$ cat config.mk
export PLATFORM = sky130hd
export DESIGN_NAME = if_stage
export DESIGN_NICKNAME = d
export VERILOG_FILES = /design/src/rtl/if_stage.sv
export SDC_FILE = /design/constraint.sdc
export NUM_CORES = 1
export LEC_CHECK = 0
export ABC_AREA = 1
export CORE_UTILIZATION = 45
export DETAILED_ROUTE_END_ITERATION = 10
export PLACE_DENSITY = 0.79
export SLEW_MARGIN = 15
export SYNTH_ARGS = -nofsm -noshare
export SYNTH_HDL_FRONTEND = slang
export SYNTH_SLANG_ARGS = --single-unit
$ cat constraint.sdc
create_clock -name clk -period 1.5 [get_ports clk]
set_input_delay 0.3 -clock clk [delete_from_list [all_inputs] [get_ports clk]]
set_output_delay 0.3 -clock clk [all_outputs]
set_load 0.1 [all_outputs]
$ cat src/rtl/if_stage.sv
// ---------------------------------------------------------------------------
// if_stage -- instruction-fetch stage with IF/ID pipeline register.
//
// Owns the PC, runs a req/ack handshake with instruction memory and presents
// the fetched instruction to decode. Branch redirects from decode follow MIPS
// single-delay-slot semantics:
//   - the word fetched after a branch is the delay slot (in_delay_o=1);
//   - the fetch after the delay slot uses the branch target.
//
// Ports
//   clk, rst          rising-edge clock, synchronous active-high reset
//   stall_i           hazard hold: IF/ID register and PC frozen
//   branch_flag_i     decode: instruction in IF/ID takes a branch/jump
//   branch_addr_i     decode: branch target
//   next_delay_i      decode: next fetched instruction is a delay slot
//   imem_req_o        fetch request (FETCH state only)
//   imem_addr_o       fetch address, equal to the PC
//   imem_ack_i        imem_rdata_i is valid this cycle
//   imem_rdata_i      fetched word
//   pc_o, inst_o      PC and instruction held in IF/ID
//   in_delay_o        IF/ID instruction is a delay slot
//   valid_o           IF/ID holds a real instruction
//   fetch_misalign_o  (IF_ALIGN_CHECK_EN only) misaligned PC detected
//
// Configuration
//   IF_ALIGN_CHECK_EN  when defined, a PC with pc[1:0]!=0 issues no request;
//                      a bubble is loaded with fetch_misalign_o=1 and the
//                      stage parks until reset. When undefined, pc[1:0] are
//                      forwarded unchecked.
// ---------------------------------------------------------------------------
module if_stage #(
    parameter logic [31:0] RESET_PC    = 32'h0000_0000,
    parameter logic [31:0] BUBBLE_INST = 32'h0000_0000
) (
    input  logic        clk,
    input  logic        rst,
    input  logic        stall_i,
    input  logic        branch_flag_i,
    input  logic [31:0] branch_addr_i,
    input  logic        next_delay_i,
    output logic        imem_req_o,
    output logic [31:0] imem_addr_o,
    input  logic        imem_ack_i,
    input  logic [31:0] imem_rdata_i,
    output logic [31:0] pc_o,
    output logic [31:0] inst_o,
    output logic        in_delay_o,
`ifdef IF_ALIGN_CHECK_EN
    output logic        fetch_misalign_o,
`endif
    output logic        valid_o
);

    typedef enum logic [1:0] {
        S_FETCH = 2'd0,
        S_HOLD  = 2'd1,
        S_PARK  = 2'd2
    } state_e;

    state_e      state_q, state_d;
    logic [31:0] pc_q, pc_d;
    logic [31:0] id_pc_q, id_pc_d;
    logic [31:0] id_inst_q, id_inst_d;
    logic        id_dly_q, id_dly_d;
    logic        id_valid_q, id_valid_d;
    logic        redir_pend_q, redir_pend_d;
    logic [31:0] redir_tgt_q, redir_tgt_d;
    logic        dly_pend_q, dly_pend_d;
    logic [31:0] hold_q, hold_d;

    logic        misalign_s;
    logic        load_s;
    logic        park_entry_s;
    logic        cap_br_s;
    logic        cap_dly_s;
    logic [31:0] word_s;

`ifdef IF_ALIGN_CHECK_EN
    logic        misalign_q, misalign_d;
    assign misalign_s       = (pc_q[1:0] != 2'b00);
    assign fetch_misalign_o = misalign_q;
`else
    assign misalign_s = 1'b0;
`endif

    // Request is a decode of the state register; reset forces it low at once
    // so an in-flight fetch is dropped and a late ack has nothing to answer.
    assign imem_req_o  = (state_q == S_FETCH) && !misalign_s && !rst;
    assign imem_addr_o = pc_q;

    assign pc_o       = id_pc_q;
    assign inst_o     = id_inst_q;
    assign in_delay_o = id_dly_q;
    assign valid_o    = id_valid_q;

    // Branch/delay information from decode only counts for a live, unstalled
    // instruction in IF/ID.
    assign cap_br_s  = id_valid_q && !stall_i && branch_flag_i;
    assign cap_dly_s = id_valid_q && !stall_i && next_delay_i;

    // Next-state logic: FSM, IF/ID load/bubble, PC and pending redirect flags.
    always_comb begin
        state_d      = state_q;
        pc_d         = pc_q;
        id_pc_d      = id_pc_q;
        id_inst_d    = id_inst_q;
        id_dly_d     = id_dly_q;
        id_valid_d   = id_valid_q;
        redir_pend_d = redir_pend_q;
        redir_tgt_d  = redir_tgt_q;
        dly_pend_d   = dly_pend_q;
        hold_d       = hold_q;
        load_s       = 1'b0;
        park_entry_s = 1'b0;
`ifdef IF_ALIGN_CHECK_EN
        misalign_d   = misalign_q;
`endif
        if (state_q == S_HOLD) begin
            word_s = hold_q;
        end else begin
            word_s = imem_rdata_i;
        end

        case (state_q)
            S_FETCH: begin
                if (misalign_s) begin
                    if (!stall_i) begin
                        park_entry_s = 1'b1;
                        state_d      = S_PARK;
                    end else begin
                        state_d = S_FETCH;
                    end
                end else if (imem_ack_i) begin
                    if (stall_i) begin
                        // Decode is frozen: keep the word until it can move on.
                        hold_d  = imem_rdata_i;
                        state_d = S_HOLD;
                    end else begin
                        load_s = 1'b1;
                    end
                end else begin
                    state_d = S_FETCH;
                end
            end
            S_HOLD: begin
                if (!stall_i) begin
                    load_s  = 1'b1;
                    state_d = S_FETCH;
                end else begin
                    state_d = S_HOLD;
                end
            end
            S_PARK: begin
                state_d = S_PARK;
            end
            default: begin
                state_d = S_FETCH;
            end
        endcase

        if (stall_i) begin
            id_valid_d = id_valid_q;
        end else if (load_s) begin
            id_pc_d    = pc_q;
            id_inst_d  = word_s;
            id_valid_d = 1'b1;
            // A same-cycle capture makes this very word the delay slot.
            id_dly_d   = dly_pend_q || cap_dly_s;
            if (cap_br_s) begin
                pc_d = branch_addr_i;
            end else if (redir_pend_q) begin
                pc_d = redir_tgt_q;
            end else begin
                pc_d = pc_q + 32'd4;
            end
            redir_pend_d = 1'b0;
            dly_pend_d   = 1'b0;
        end else begin
            // No word this cycle: bubble, pc_o keeps its last value unless a
            // misaligned PC is being reported.
            if (park_entry_s) begin
                id_pc_d = pc_q;
            end else begin
                id_pc_d = id_pc_q;
            end
            id_inst_d  = BUBBLE_INST;
            id_valid_d = 1'b0;
            id_dly_d   = 1'b0;
            if (cap_br_s) begin
                redir_pend_d = 1'b1;
                redir_tgt_d  = branch_addr_i;
            end else begin
                redir_pend_d = redir_pend_q;
            end
            if (cap_dly_s) begin
                dly_pend_d = 1'b1;
            end else begin
                dly_pend_d = dly_pend_q;
            end
        end

`ifdef IF_ALIGN_CHECK_EN
        if (park_entry_s) begin
            misalign_d = 1'b1;
        end else begin
            misalign_d = misalign_q;
        end
`endif
    end

    // State registers with synchronous reset.
    always_ff @(posedge clk) begin
        if (rst) begin
            state_q      <= S_FETCH;
            pc_q         <= RESET_PC;
            id_pc_q      <= 32'h0000_0000;
            id_inst_q    <= BUBBLE_INST;
            id_dly_q     <= 1'b0;
            id_valid_q   <= 1'b0;
            redir_pend_q <= 1'b0;
            redir_tgt_q  <= 32'h0000_0000;
            dly_pend_q   <= 1'b0;
            hold_q       <= 32'h0000_0000;
`ifdef IF_ALIGN_CHECK_EN
            misalign_q   <= 1'b0;
`endif
        end else begin
            state_q      <= state_d;
            pc_q         <= pc_d;
            id_pc_q      <= id_pc_d;
            id_inst_q    <= id_inst_d;
            id_dly_q     <= id_dly_d;
            id_valid_q   <= id_valid_d;
            redir_pend_q <= redir_pend_d;
            redir_tgt_q  <= redir_tgt_d;
            dly_pend_q   <= dly_pend_d;
            hold_q       <= hold_d;
`ifdef IF_ALIGN_CHECK_EN
            misalign_q   <= misalign_d;
`endif
        end
    end

endmodule
After elaboration in Yosys (flattened, before gate mapping)
Index checks and enable logic that the tools add are counted.
{ "op_classes": {"eq_ne": 3, "bitwise_logic": 2, "n_reduce_logical": 15, "addsub": 1, "n_shift": 0, "multipliers": 0, "n_div": 0, "mux": 18, "magnitude_cmp": 0} }
{ "ops": {"columns": ["op", "n"], "rows": [
  ["$mux W32", 5],
  ["$add A32 B3 Y32 const B", 1],
  ["$mux W1", 9],
  ["$pmux W2 S3", 1],
  ["$reduce_and A2 Y1", 3],
  ["$reduce_and A3 Y1", 2],
  ["$logic_and A1 B1 Y1", 4],
  ["$mux W2", 2],
  ["$reduce_bool A2 Y1", 2],
  ["$ne A3 B3 Y1 const B", 1],
  ["$eq A2 B1 Y1 const B", 1],
  ["$eq A2 B2 Y1 const B", 1],
  ["$logic_not A1 Y1", 2],
  ["$logic_not A2 Y1", 1],
  ["$not A1 Y1", 2],
  ["$pmux W1 S2", 1],
  ["$logic_or A1 B1 Y1", 1]
]} }
{ "totals": {"romBits": 0, "ram_bits": 0, "wordCells": 49, "output_inout_bits": 99, "memories": 0, "regBits": 166, "in_bits": 70, "latchBits": 0} }

Depth between registers and ports, before layout
Gate-level depths: netlist of the first run.
{ "depth": {"ltp_word": 5, "mapped_depth": 11, "ltp_nobuf": 11} }

Worst setup path after synthesis of the first run
Ideal clock, no wire load.
{ "synth_path": {"path_type": "input to output", "startpoint": "in rst", "endpoint": "out imem_req_o", "setup_slack_ps": -1529, "n_path_buf": 2, "cell_stages": 3, "arrival_ps": 2729, "t_required_ps": 1200, "cell_sequence": "clkbuf_1 > clkbuf_1 > nor3_1"} }
{ "synth_via": {"elab_chain_cells": 2} }
{ "synth_rtl": {"columns": ["item", "line_no", "rtl"], "rows": [
  ["start: declaration", "36", "input logic rst,"],
  ["$logic_not A1 Y1", "88", "assign imem_req_o = (state_q == S_FETCH) && !misalign_s && !rst;"],
  ["$logic_and A1 B1 Y1", "88", null],
  ["end: declaration", "41", "output logic imem_req_o,"]
]} }
Every way passes these cells.

Final worst setup path of the first run
{ "layout_path": {"startpoint": "reg pc_q[3] (netlist: imem_addr_o[3])", "endpoint": "reg pc_q[26] (netlist: imem_addr_o[26])"} }
{ "layout_via": {"elab_chain_cells": 3} }
{ "layout_rtl": {"columns": ["item", "line_no", "rtl"], "rows": [
  ["start: declaration", "61", "logic [31:0] pc_q, pc_d;"],
  ["start signal: assignment", "229", "pc_q <= pc_d;"],
  ["$add A32 B3 Y32", "174", "pc_d = pc_q + 32'd4;"],
  ["$mux W32", "171", "end else if (redir_pend_q) begin"],
  ["$mux W32", "169", "if (cap_br_s) begin"]
]} }
Every way passes these cells.
A chain may end at the register's enable or synchronous reset.

==> flow_metrics.py, run 1 <==
metrics = {
    "placed_design": {
        "placed_cells": 1446,
        "hpwl_um": 15400,
        "dpl_cell_area_um2": 10700,
        "routabilityCongestion": 0.918,
        "pre_cts_ws_ps": -450,
        "io_buffer_count": 168,
    },
    "timing": {
        "rsz0062_at_grt": "true",
        "slew_headroom": 0.721,
        "tns_ps": -1510,
        "min_period_ps": 1700,
        "worst_slack_ps": -200,
        "fin_skew_ps": 6.58,
        "fin_crit_sh": 1.13,
        "max_freq_ghz": 0.588,
        "setup_viol_count_final": 18,
        "slew_viol_final": 0,
        "finalHoldViolations": 0,
        "tightest_slew_ps": 418,
    },
    "clocking": {
        "cts_hold_buf": 0,
        "cts_buffer_depth": 2,
        "cts_tree": "built",
        "cts-root-buf": "clkbuf_16",
        "htreeDepth": 4,
        "cts_sinks": 166,
        "clock_latency_ps": 430,
        "cts_buffers": 17,
        "path_clk_slew_ps": 70,
    },
    "synthesis": {
        "synth_cell_types": 31,
        "synth_fa_ha_area_frac": 0.00172,
        "synthesis.area_um2": 7290,
        "postSynthCellCount": 1062,
        "ys_seq_area_frac": 0.456,
        "synth_compound_area_frac": 0.174,
        "synthTopCellsByArea": "dfxtp_1 46%, nand2_1 14%, nor2_1 9.3%",
        "syn_nets": 1133,
        "yosysWarningCount": 0,
        "synth_edf_count": 0,
        "synthFlopType": "dfxtp_1",
        "async_flop_share": 0,
        "ys_ff_latch": 166,
        "synth_mux_area_frac": 0,
        "yosysTopAreaCell": "dfxtp_1",
        "synth_common_cells": "264 x nand2_1, 181 x nor2_1, 166 x dfxtp_1",
        "synth_xor_area_frac": 0.00120,
        "synth_top_area_share": 0.456,
        "synth_top_family_by_area": "simple AND/OR/NAND/NOR gates",
        "syn_avg_cell_area_um2": 6.86,
        "synthSimpleGateAreaFrac": 0.287,
        "post-synth-top-count-cell": "nand2_1",
    },
    "cells_and_area": {
        "utilization": 0.738,
        "fillers": 1078,
        "drive_above_1_share": 0.242,
        "synthToLayoutAreaGrowth_pct": 60.2,
        "diodes": 0,
        "nNetsFinal": 1340,
        "design_area_um2": 11700,
        "fin_cells": 1498,
    },
    "floorplanning": {
        "start_util": 0.461,
        "die_area_um2": 16700,
        "die_w_um": 129,
        "rows": 46,
        "io_pins": 169,
        "fp.dieH_um": 129,
        "core_area_um2": 15800,
    },
    "drt": {
        "drt-initial-drc-count": 686,
        "ant_nets": 0,
        "vias": 8070,
        "dr.pass1.iters": 6,
        "wl_um": 23900,
        "viasPerCell": 5.39,
        "wl_per_cell_um": 15.9,
        "drcViolationCount": 0,
    },
    "global_route": {
        "grtUsageTotal": 0.274,
        "grt_pass1_wl_um": 35900,
        "grt_pass1_vias": 7253,
        "antenna_found_initial": 0,
        "overflow": 0,
        "grt_max_degree": 47,
    },
    "worst_setup_path": {
        "end_kind": "flop",
        "critPathLaunchType": "flop",
        "rr_startpoint": "imem_addr_o[3]",
        "arrival_ps": 2070,
        "required_ps": 1870,
        "criticalPathCategory": "reg2reg",
        "critPathMaxFanout": 6,
        "cp-startpoint": "imem_addr_o[3]",
    },
    "job": {
        "cap_violations": 0,
    },
    "outcome": {
        "status": "complete, but fails checks",
        "violations": "setup timing",
    },
    "hold_path": {
        "hold_class": "in2reg",
        "min_from": "rst",
    },
    "power": {
        "peakVddDrop_mv": 0.812,
        "p_per_area_nw_per_um2": 887,
        "p_leak_nw": 4.73,
    },
}
[state kept, by name (all words and copies together), names as in the netlist]
name / count
redir_pend_q: 1
state_q: 2
in_delay_o: 1
pc_o: 32
dly_pend_q: 1
inst_o: 32
valid_o: 1
imem_addr_o: 32
hold_q: 32
redir_tgt_q: 32
[timing repair]
item / in CTS / in global routing
cloned: 0 / 4
setup endpoints to repair: 29 / 73
pin swaps: 8 / 25
resized for setup: 13 / 55
buffers inserted: 4 / 12
[cell usage in the layout (no fill, tap or decap), drive strengths merged, types with 13 or more instances in the layout]
cell type / n
nor2: 182
a211oi: 15
nand2: 265
clkbuf: 22
dfxtp: 166
a221oi: 13
clkdlybuf4s50: 68
buf: 176
a21oi: 64
o21ai: 112
nand3: 65
inv: 89
[power by group]
part	internal (mW)	switching [mW]
clock	2.14	1.80
sequential	4.52	0.128
combinational	0.721	1.05
total	7.38	2.98
[per-stage QoR]
| stage | power (mW) | hold WS [ps] |
|---|---|---|
| final | 10.4 | 327 |
| after global routing | 10.7 | 326 |
| after CTS | 10.3 | 305 |
| after detailed placement | 6.41 | 457 |
| after global placement | 6.38 | 444 |
| after floorplan | 5.66 | 430 |
[final cells by class]
cell class | count | area (um2) | area share
Tap cell | 216 | 270 | 0.0231
Clock buffer | 19 | 443 | 0.0379
Multi-Input combinational cell | 748 | 3640 | 0.311
Inverter | 89 | 342 | 0.0292
Sequential cell | 166 | 3430 | 0.294
Timing Repair Buffer | 247 | 3470 | 0.297
Clock inverter | 13 | 85.1 | 0.00728
[logic make-up after synthesis]
logic type	count (synthesis)
buffers and inverters	148
and+or+nand+nor	524
xor gates and xnor gates	1
DFF	166
AOI/OAI and AO/OA	222
adders and majority gates	1
[path summary, 6_finish.rpt]
| check | to | slack (ps) | cells after the start |
|---|---|---|---|
| setup / recovery | imem_addr_o[26] | -200 | 12 |
| setup reg to reg | imem_addr_o[26] | -200 | 12 |
| hold / removal | redir_tgt_q[4] | 330 | 3 |
| hold reg to reg | redir_tgt_q[29] | 470 | 2 |
[worst max-delay path, cell delays in order, from the launching register on]
cell and delay (ps):
dfxtp_4 370, ha_4 150, nand2_4 60, nor2_4 190, nand2_4 130, nor2_4 220, buf_4 150, nand2_1 50
nand2_1 70, nand3_1 100, nand2_1 80, nand2_1 50, nand2_1 40
[layer usage]
metal	vias to the layer above	routed length, um	global-route usage
met4	0	978	0.128
met1	3657	9230	0.342
met5	-	0	0
met3	86	2020	0.0533
li1	3863	-	-
met2	464	11700	0.455
(Power assumes the default switching activity.)
==> inputs of run 2 (changes only) <==
--- a/config.mk
+++ b/config.mk
@@ -6,6 +6,8 @@
 export NUM_CORES = 1
 export LEC_CHECK = 0
 export ABC_AREA = 1
+export CORE_ASPECT_RATIO = 0.8
+export CORE_MARGIN = 3
 export CORE_UTILIZATION = 45
 export DETAILED_ROUTE_END_ITERATION = 10
 export PLACE_DENSITY = 0.79
==> flow_metrics.py, run 2 (synthesis gave the netlist of run 1 again) <==
metrics = {
    "outcome": {
        "status": "complete, but fails checks",
        "violations": "setup timing",
    },
    "global_route": {
        "grt_max_degree": 49,
        "grt_pass1_wl_um": 38200,
        "antenna_found_initial": 1,
        "grtUsageTotal": 0.264,
        "overflow": 0,
        "grt_pass1_vias": 7575,
    },
    "drt": {
        "ant_nets": 0,
        "drt-initial-drc-count": 750,
        "wl_per_cell_um": 16.6,
        "wl_um": 24600,
        "viasPerCell": 5.45,
        "drcViolationCount": 0,
        "vias": 8098,
        "dr.pass1.iters": 6,
    },
    "clocking": {
        "cts-root-buf": "clkbuf_16",
        "htreeDepth": 4,
        "cts_buffer_depth": 2,
        "path_clk_slew_ps": 70,
        "cts_tree": "built",
        "clock_latency_ps": 420,
        "cts_sinks": 166,
        "cts_buffers": 17,
    },
    "worst_setup_path": {
        "critPathBufInv": 0,
        "crit_family": "simple AND/OR/NAND/NOR gates",
        "criticalPathCategory": "reg2reg",
        "cp-startpoint": "imem_addr_o[3]",
        "critPathLaunchType": "flop",
        "critPathMaxFanout": 6,
        "end_kind": "flop",
        "required_ps": 1800,
        "rr_startpoint": "imem_addr_o[3]",
        "cp_slowest_stage_delay_ps": 380,
        "crit_chain": "ha_4 -> nand2_4 -> nor2_4 -> nand2_4 -> nor2_4 -> nand2_2 -> nand3_2 -> nand3_2 -> nand2_1 -> o21ai_1",
        "arrival_ps": 1860,
        "cpMaxStageDelayCell": "dfxtp_4",
    },
    "power": {
        "p_leak_nw": 4.80,
        "p_per_area_nw_per_um2": 913,
        "peakVddDrop_mv": 0.772,
    },
    "hold_path": {
        "min_from": "stall_i",
        "hold_class": "in2reg",
    },
    "floorplanning": {
        "core_area_um2": 15400,
        "die_w_um": 148,
        "start_util": 0.473,
        "fp.dieH_um": 120,
        "die_area_um2": 17800,
        "rows": 40,
        "io_pins": 169,
    },
    "timing": {
        "slew_headroom": 0.717,
        "max_freq_ghz": 0.640,
        "worst_slack_ps": -61.3,
        "fin_skew_ps": 11.4,
        "slew_viol_final": 0,
        "tightest_slew_ps": 424,
        "tns_ps": -488,
        "setup_viol_count_final": 15,
        "fin_crit_sh": 1.04,
        "rsz0062_at_grt": "true",
        "min_period_ps": 1560,
        "finalHoldViolations": 0,
    },
    "placed_design": {
        "routabilityCongestion": 0.898,
        "placed_cells": 1438,
        "hpwl_um": 16300,
        "io_buffer_count": 168,
        "pre_cts_ws_ps": -528,
    },
    "cells_and_area": {
        "synthToLayoutAreaGrowth_pct": 61.1,
        "drive_above_1_share": 0.245,
        "mostFrequentLayoutCells": "253 x nand2_1, 157 x nor2_1, 134 x dfxtp_1",
        "nNetsFinal": 1335,
        "fin_cells": 1487,
        "layout_commonest_cell": "nand2_1",
        "utilization": 0.762,
    },
    "job": {
        "cap_violations": 0,
    },
}
run 2: cell types whose count changed in the layout (fill, tap and decap cells not counted), moves of 4 or more:
cell / change
a221oi_2: +4
nor2_2: +6
buf_6: -11
nand2_2: -6
o21ai_0: +5
buf_12: +8
nand3_2: -6
a221oi_1: -4
a21oi_2: +4
nand3_1: +5
o21ai_1: -8
a21oi_1: -5
clkinv_4: -4
run 2: final timing paths:
| check | depth (start not counted) | slack (ps) | to |
|---|---|---|---|
| hold / removal | 4 | 320 | state_q[0] |
| setup / recovery | 10 | -60 | imem_addr_o[12] |
| hold reg to reg | 2 | 470 | redir_tgt_q[22] |
| setup reg to reg | 10 | -60 | imem_addr_o[12] |
run 2: what timing repair did:
action	in CTS	in global routing
buffers inserted	5	12
pin swaps	12	21
setup endpoints to repair	45	94
gates resized for setup	13	43
hold buffers	0	0
run 2: where the power goes:
group	internal (mW)	switching (mW)
logic	0.704	1.06
registers	4.52	0.128
clock network	2.51	1.80
total	7.73	2.99
run 2: area by class of cell:
type                    instances  area, um2
clock buffers                  24        534
repair buffers                242       3430
diodes                          1       2.50
fillers                      1038       3670
well taps                     210        263
clock inverters                 7       51.3
flip-flops and latches        166       3440
multi-input cells             748       3690
inverters                      89        334
run 2: worst reg2reg max path, cell delays in order, from the launching register on:
cell and delay (ps):
dfxtp_4 380, ha_4 160, nand2_4 60, nor2_4 150, nand2_4 130, nor2_4 220
nand2_2 70, nand3_2 70, nand3_2 60, nand2_1 70, o21ai_1 70
run 2: routing by layer:
metal / vias to the layer above / wire length, um / GRT usage
li1: 3847 / - / -
met1: 3753 / 10200 / 0.355
met2: 447 / 11700 / 0.422
met3: 51 / 2090 / 0.0559
met4: 0 / 565 / 0.0929
met5: - / 0 / 0
run 2: metrics by stage:
stage          power [mW]  hold WS (ps)  area (um2)
2_1_floorplan        5.66           430        7550
3_3_place_gp         6.40           449       10800
3_5_place_dp         6.43           455       10800
4_1_cts              10.7           376       11500
5_1_grt              11.1           329       11700
6_report             10.7           318       11700
==> inputs of run 3 (changes only) <==
--- a/config.mk
+++ b/config.mk
@@ -5,9 +5,9 @@
 export SDC_FILE = /design/constraint.sdc
 export NUM_CORES = 1
 export LEC_CHECK = 0
-export ABC_AREA = 1
+export ABC_AREA = 0
 export CORE_ASPECT_RATIO = 0.8
-export CORE_MARGIN = 3
+export CORE_MARGIN = 2
 export CORE_UTILIZATION = 45
 export DETAILED_ROUTE_END_ITERATION = 10
 export PLACE_DENSITY = 0.79
==> flow_metrics.py, run 3 <==
metrics = {
    "synthesis": {
        "syn_avg_cell_area_um2": 7.71,
        "synthTopCellsByArea": "dfxtp_1 47%, nand2_1 14%, a21oi_1 9.0%",
        "yosysWarningCount": 0,
        "postSynthCellCount": 919,
        "yosysTopAreaCell": "dfxtp_1",
        "synthFlopType": "dfxtp_1",
        "synth_common_cells": "263 x nand2_1, 166 x dfxtp_1, 128 x a21oi_1",
        "ys_seq_area_frac": 0.469,
        "post-synth-top-count-cell": "nand2_1",
        "synth_cell_types": 59,
        "synthesis.area_um2": 7090,
        "syn_nets": 990,
        "async_flop_share": 0,
        "synth_top_area_share": 0.469,
        "synth_edf_count": 0,
        "ys_ff_latch": 166,
    },
    "hold_path": {
        "min_from": "rst",
        "hold_class": "in2reg",
        "hold_path_end": "redir_tgt_q[24]",
        "hold_depth": 3,
    },
    "power": {
        "combPwrFrac": 0.213,
        "power.sequential.fraction": 0.392,
        "switching_share": 0.305,
        "clkPwrFrac": 0.395,
        "p_per_area_nw_per_um2": 904,
        "power.internal_mw": 8.26,
        "power_switching_mw": 3.63,
        "peakVddDrop_mv": 1.07,
        "p_leak_nw": 5.11,
        "finalPower_mw": 11.9,
    },
    "global_route": {
        "overflow": 0,
        "grt_max_degree": 41,
        "grt_pass1_vias": 7350,
        "grt_pass1_wl_um": 39300,
        "grtUsageTotal": 0.301,
        "antenna_found_initial": 0,
    },
    "drt": {
        "vias": 9352,
        "wl_per_cell_um": 24.5,
        "ant_nets": 0,
        "drcViolationCount": 0,
        "dr.pass1.iters": 6,
        "wl_um": 35500,
        "drt-initial-drc-count": 1639,
        "viasPerCell": 6.47,
    },
    "timing": {
        "tightest_slew_ps": 477,
        "worst_slack_ps": -351,
        "rsz0062_at_grt": "true",
        "setup_viol_count_final": 113,
        "fin_crit_sh": 1.23,
        "max_freq_ghz": 0.540,
        "tns_ps": -14120,
        "slew_viol_final": 0,
        "min_period_ps": 1850,
        "fin_skew_ps": 8.29,
        "finalHoldViolations": 0,
        "fin_hold_ws_ps": 328,
        "slew_headroom": 0.682,
    },
    "cells_and_area": {
        "nNetsFinal": 1289,
        "mostFrequentLayoutCells": "230 x nand2_1, 134 x dfxtp_1, 121 x buf_4",
        "drive_above_1_share": 0.402,
        "diodes": 0,
        "synthToLayoutAreaGrowth_pct": 85.5,
        "utilization": 0.843,
        "layout_commonest_cell": "nand2_1",
    },
    "worst_setup_path": {
        "end_kind": "flop",
        "critPathMaxFanout": 4,
        "required_ps": 1820,
        "critPathLaunchType": "flop",
        "rr_worst_depth": 5,
        "ff2ff_setup_slack_ps": -350,
        "criticalPathCategory": "reg2reg",
        "arrival_ps": 2170,
        "rr_startpoint": "imem_addr_o[9]",
        "worst_r2r_endpoint": "imem_addr_o[25]",
    },
    "clocking": {
        "cts_buffer_depth": 2,
        "cts-root-buf": "clkbuf_16",
        "cts_sinks": 166,
        "cts_hold_buf": 0,
        "htreeDepth": 4,
        "path_clk_slew_ps": 70,
        "clock_latency_ps": 430,
        "cts_tree": "built",
        "cts_buffers": 17,
    },
    "floorplanning": {
        "die_w_um": 144,
        "fp.dieH_um": 116,
        "io_pins": 169,
        "start_util": 0.455,
        "rows": 41,
        "die_area_um2": 16800,
        "core_area_um2": 15600,
    },
    "placed_design": {
        "pre_cts_ws_ps": -802,
        "hpwl_um": 17700,
        "routabilityCongestion": 0.942,
        "io_buffer_count": 168,
    },
    "outcome": {
        "violations": "setup timing",
        "status": "complete, but fails checks",
    },
    "job": {
        "cap_violations": 0,
    },
}
[run 3: cell types whose count changed after synthesis, sizes merged, moves of 11 or more]
cell | previous run | this run
nand3 | 65 | 18
inv | 89 | 13
o22ai | 12 | 38
nor3 | 2 | 14
o21ai | 112 | 45
nor2 | 182 | 31
a221oi | 13 | 2
a21oi | 64 | 128
[run 3: cells by family after synthesis]
kind of cell,count (synthesis),synth area share
buffers and inverters,87,0.0492
adders and majority gates,1,0.00176
xor gates and xnor gates,9,0.0111
AOI/OAI and AO/OA,264,0.217
muxes,7,0.00989
and+or+nand+nor,385,0.243
DFF,166,0.469
[run 3: layout make-up]
type,instances,area [um2]
tap,215,269
inverter,14,56.3
fill,692,2440
multi-input combinational,667,4300
sequential,166,3430
timing repair buffer,352,4480
clock buffer,19,454
clock inverter,13,168
[run 3: metrics by stage]
| step | instances | instance area (um2) |
|---|---|---|
| 2_1_floorplan | 919 | 7340 |
| 6_report | 1446 | 13200 |
| 3_5_place_dp | 1366 | 11100 |
| 3_3_place_gp | 1366 | 11100 |
| 5_1_grt | 1446 | 13200 |
| 4_1_cts | 1410 | 12000 |
[run 3: worst max-delay path by stage]
stage / start / end / slack (ps) / cells after the start
6_report: imem_addr_o[9] / imem_addr_o[25] / -350 / 5
5_1_grt: imem_addr_o[24] / imem_addr_o[31] / -390 / 5
4_1_cts: imem_addr_o[7] / imem_addr_o[31] / -200 / 6
3_5_place_dp: imem_ack_i / pc_o[4] / -800 / 7
3_3_place_gp: imem_ack_i / pc_o[15] / -620 / 7
2_1_floorplan: imem_addr_o[4] / imem_addr_o[31] / -460 / 7
[run 3: worst max-delay path, stage by stage (launching register included)]
cell and delay [ps]:
dfxtp_4 350, and4_4 260, nand4_1 290, nor4_2 340, o22ai_1 140, a221o_1 360
[run 3: power groups by stage]
stage | sequential, mW | clock (mW) | combinational [mW]
2_1_floorplan | 5.35 | 0 | 0.500
3_3_place_gp | 4.72 | 0 | 2.08
3_5_place_dp | 4.73 | 0 | 2.10
4_1_cts | 4.64 | 4.65 | 2.16
5_1_grt | 4.66 | 4.88 | 2.57
6_report | 4.66 | 4.70 | 2.53
[run 3: timing repair]
action,4_1_cts,5_1_grt
pin swaps,23,95
gates resized for setup,61,201
gates cloned,2,8
setup endpoints to repair,164,97
buffers inserted,10,31
endpoints found under the hold margin,0,0
[run 3: layer usage]
layer	wire (um)	vias to the layer above	GRT usage	part of all wire
met5	0	-	0	0
met2	15500	938	0.461	0.44
li1	-	3822	-	-
met3	4500	332	0.0619	0.13
met1	12600	4260	0.429	0.36
met4	2840	0	0.0951	0.080
==> edit, RTL diff (settings of run 1) <==
The 3 states of `state_e` get a one-hot encoding in 3 bits.
--- a/src/rtl/if_stage.sv
+++ b/src/rtl/if_stage.sv
@@ -51,10 +51,10 @@
     output logic        valid_o
 );
 
-    typedef enum logic [1:0] {
-        S_FETCH = 2'd0,
-        S_HOLD  = 2'd1,
-        S_PARK  = 2'd2
+    typedef enum logic [2:0] {
+        S_FETCH = 3'b001,
+        S_HOLD  = 3'b010,
+        S_PARK  = 3'b100
     } state_e;
 
     state_e      state_q, state_d;
Function: no difference found for any inputs over 4 cycles, from zero or initial values and one cycle with rst high; so few cycles prove little.
==> edit against run 1 <==
The run still ends with negative setup slack left; routed wire length up 56%; global-route usage grew 1.4 points; power up 20%; utilization grew 7.4 points; clock power up 16%; combinational power is 72% higher; sequential cell count grew 1; via count up 26%; cell area rose by 15%; worst setup slack got worse by 0.11 ns; synthesized area rose by 4.6%; fmax shrank 6.2%; cell count is 8.6% higher; highest routed layer unchanged.
==> edit: results (changes against run 1) <==
outcome: finished, violations left (unchanged)
failing checks: negative setup slack (unchanged)
Detailed Place HPWL: 16,800 µm (was 15,400 µm)
VDD IR-drop max: 0.000933 V (was 0.000812 V)
Yosys cell types: 33 (was 31)
Slew headroom: 73.1% (was 72.1%)
1st-pass router iterations: 8 (was 6)
# setup viols final: 167 (was 18)
placed instance area: 11,000 µm² (was 10,700 µm²)
post-route setup slack: -0.312 ns (was -0.200 ns)
synth top area cells: dfxtp_1 (44%), nand2_1 (19%), nor2_1 (9.2%) (was dfxtp_1 (46%), nand2_1 (14%), nor2_1 (9.3%))
pre-CTS WS: -0.347 ns (was -0.450 ns)
Critical Path AT: 2.17 ns (was 2.07 ns)
Post-synth top cells: nand2_1 (376), nor2_1 (186), dfxtp_1 (167), o21ai_0 (87), inv_1 (75) (was nand2_1 (264), nor2_1 (181), dfxtp_1 (166), o21ai_0 (112), inv_1 (85))
post-placement cell count: 1,543 (was 1,446)
hold path endpoint: in_delay_o (was redir_tgt_q[4])
share of layout cells above drive strength 1: 33.1% (was 24.2%)
largest net degree at the start of global routing: 68 (was 47)
number of global-route vias before repair: 8,073 (was 7,253)
static leakage: 5.68 nW (was 4.73 nW)
crit-path max cell delay: 0.38 ns
Iteration-0 DRC Markers: 1,590 (was 686)
Final Skew: 0.0118 ns (was 0.00658 ns)
DR WL/cell: 22.9 µm (was 15.9 µm)
RR Startpoint: state_q[2] (was imem_addr_o[3])
first-pass GRT wire length: 40,200 µm (was 35,900 µm)
Hold WC Path Type: primary input to flop (unchanged)
Seq/Total Area, Yosys: 43.8% (was 45.6%)
HP Start: rst (unchanged)
number of I/O port buffers: 168 (unchanged)
Synth Instances: 1,165 (was 1,062)
CP max FO: 5 (was 6)
Reg clk slew, reported paths: 0.07 ns (about the same)
DR vias/cell: 6.27 (was 5.39)
r2r worst-path depth: 11 (was 12)
Clock Latency Late Sink: 0.45 ns (was 0.43 ns)
reg2reg end: imem_addr_o[1] (was imem_addr_o[26])
initial antenna violation count: 1 (was 0)
Placer Congestion: 0.885 (was 0.918)
-- edit: area by class of cell --
| cell class | instances | area (µm²) | share of cell area [%] |
|---|---|---|---|
| clock inverters | 6 | 60.1 | 0.446 |
| clock buffers | 25 | 538 | 4.00 |
| well taps | 220 | 275 | 2.04 |
| flip-flops and latches | 167 | 3460 | 25.7 |
| inverters | 82 | 343 | 2.55 |
| multi-input cells | 851 | 4590 | 34.1 |
| repair buffers | 275 | 4190 | 31.1 |
| diodes | 1 | 2.50 | 0.0186 |
-- edit: how the worst max path moves through the flow --
stage	slack [ns]	cells past startpoint	from	to
3_3_place_gp	-0.23	8	stall_i	imem_addr_o[0]
2_1_floorplan	-0.11	10	imem_addr_o[3]	imem_addr_o[14]
3_5_place_dp	-0.35	8	stall_i	imem_addr_o[0]
5_1_grt	-0.36	10	state_q[2]	pc_o[9]
4_1_cts	-0.25	6	state_q[0]	imem_req_o
6_report	-0.31	11	state_q[2]	imem_addr_o[1]
-- edit: repair_timing --
item / in CTS / in global routing
pin swaps: 13 / 68
setup endpoints to repair: 113 / 146
hold buffers: 0 / 0
setup buffers: 8 / 22
cloned: 5 / 20
resized for setup: 31 / 313
-- edit: kinds of logic after synthesis --
kind of cell | synth area share, %
AO/OA/AOI/OAI | 13.7
XOR/XNOR | 0.689
adder cells (fa/ha/maj) | 0.164
buffers and inverters | 7.94
flip-flops | 43.8
AND/OR/NAND/NOR | 33.7
-- edit: metrics by stage --
stage | power, mW | util [%] | setup TNS [ns]
final | 12.4 | 81.2 | -30.93
after detailed placement | 7.11 | 66.4 | -31.65
after floorplan | 6.13 | - | -1.11
after global routing | 12.7 | 81.2 | -38.84
after global placement | 7.06 | 66.4 | -21.81
after CTS | 11.5 | 71.7 | -1.19
-- edit: where the power goes --
| part | internal [mW] | total [mW] | switching [mW] |
|---|---|---|---|
| Combinational | 1.23 | 3.05 | 1.82 |
| Clock | 2.65 | 4.59 | 1.94 |
| Sequential | 4.59 | 4.80 | 0.208 |
-- edit: metal layers --
metal	part of all wire (%)	up-vias	GRT usage (%)
li1	-	4174	-
met1	34	4680	35.2
met2	45	966	47.0
met3	12	378	7.15
met4	9.5	0	14.5
met5	0	-	0
-- edit: worst min-delay path: stages --
cell and delay, ns:
buf_2 0.13, buf_12 0.22, a21oi_1 0.14
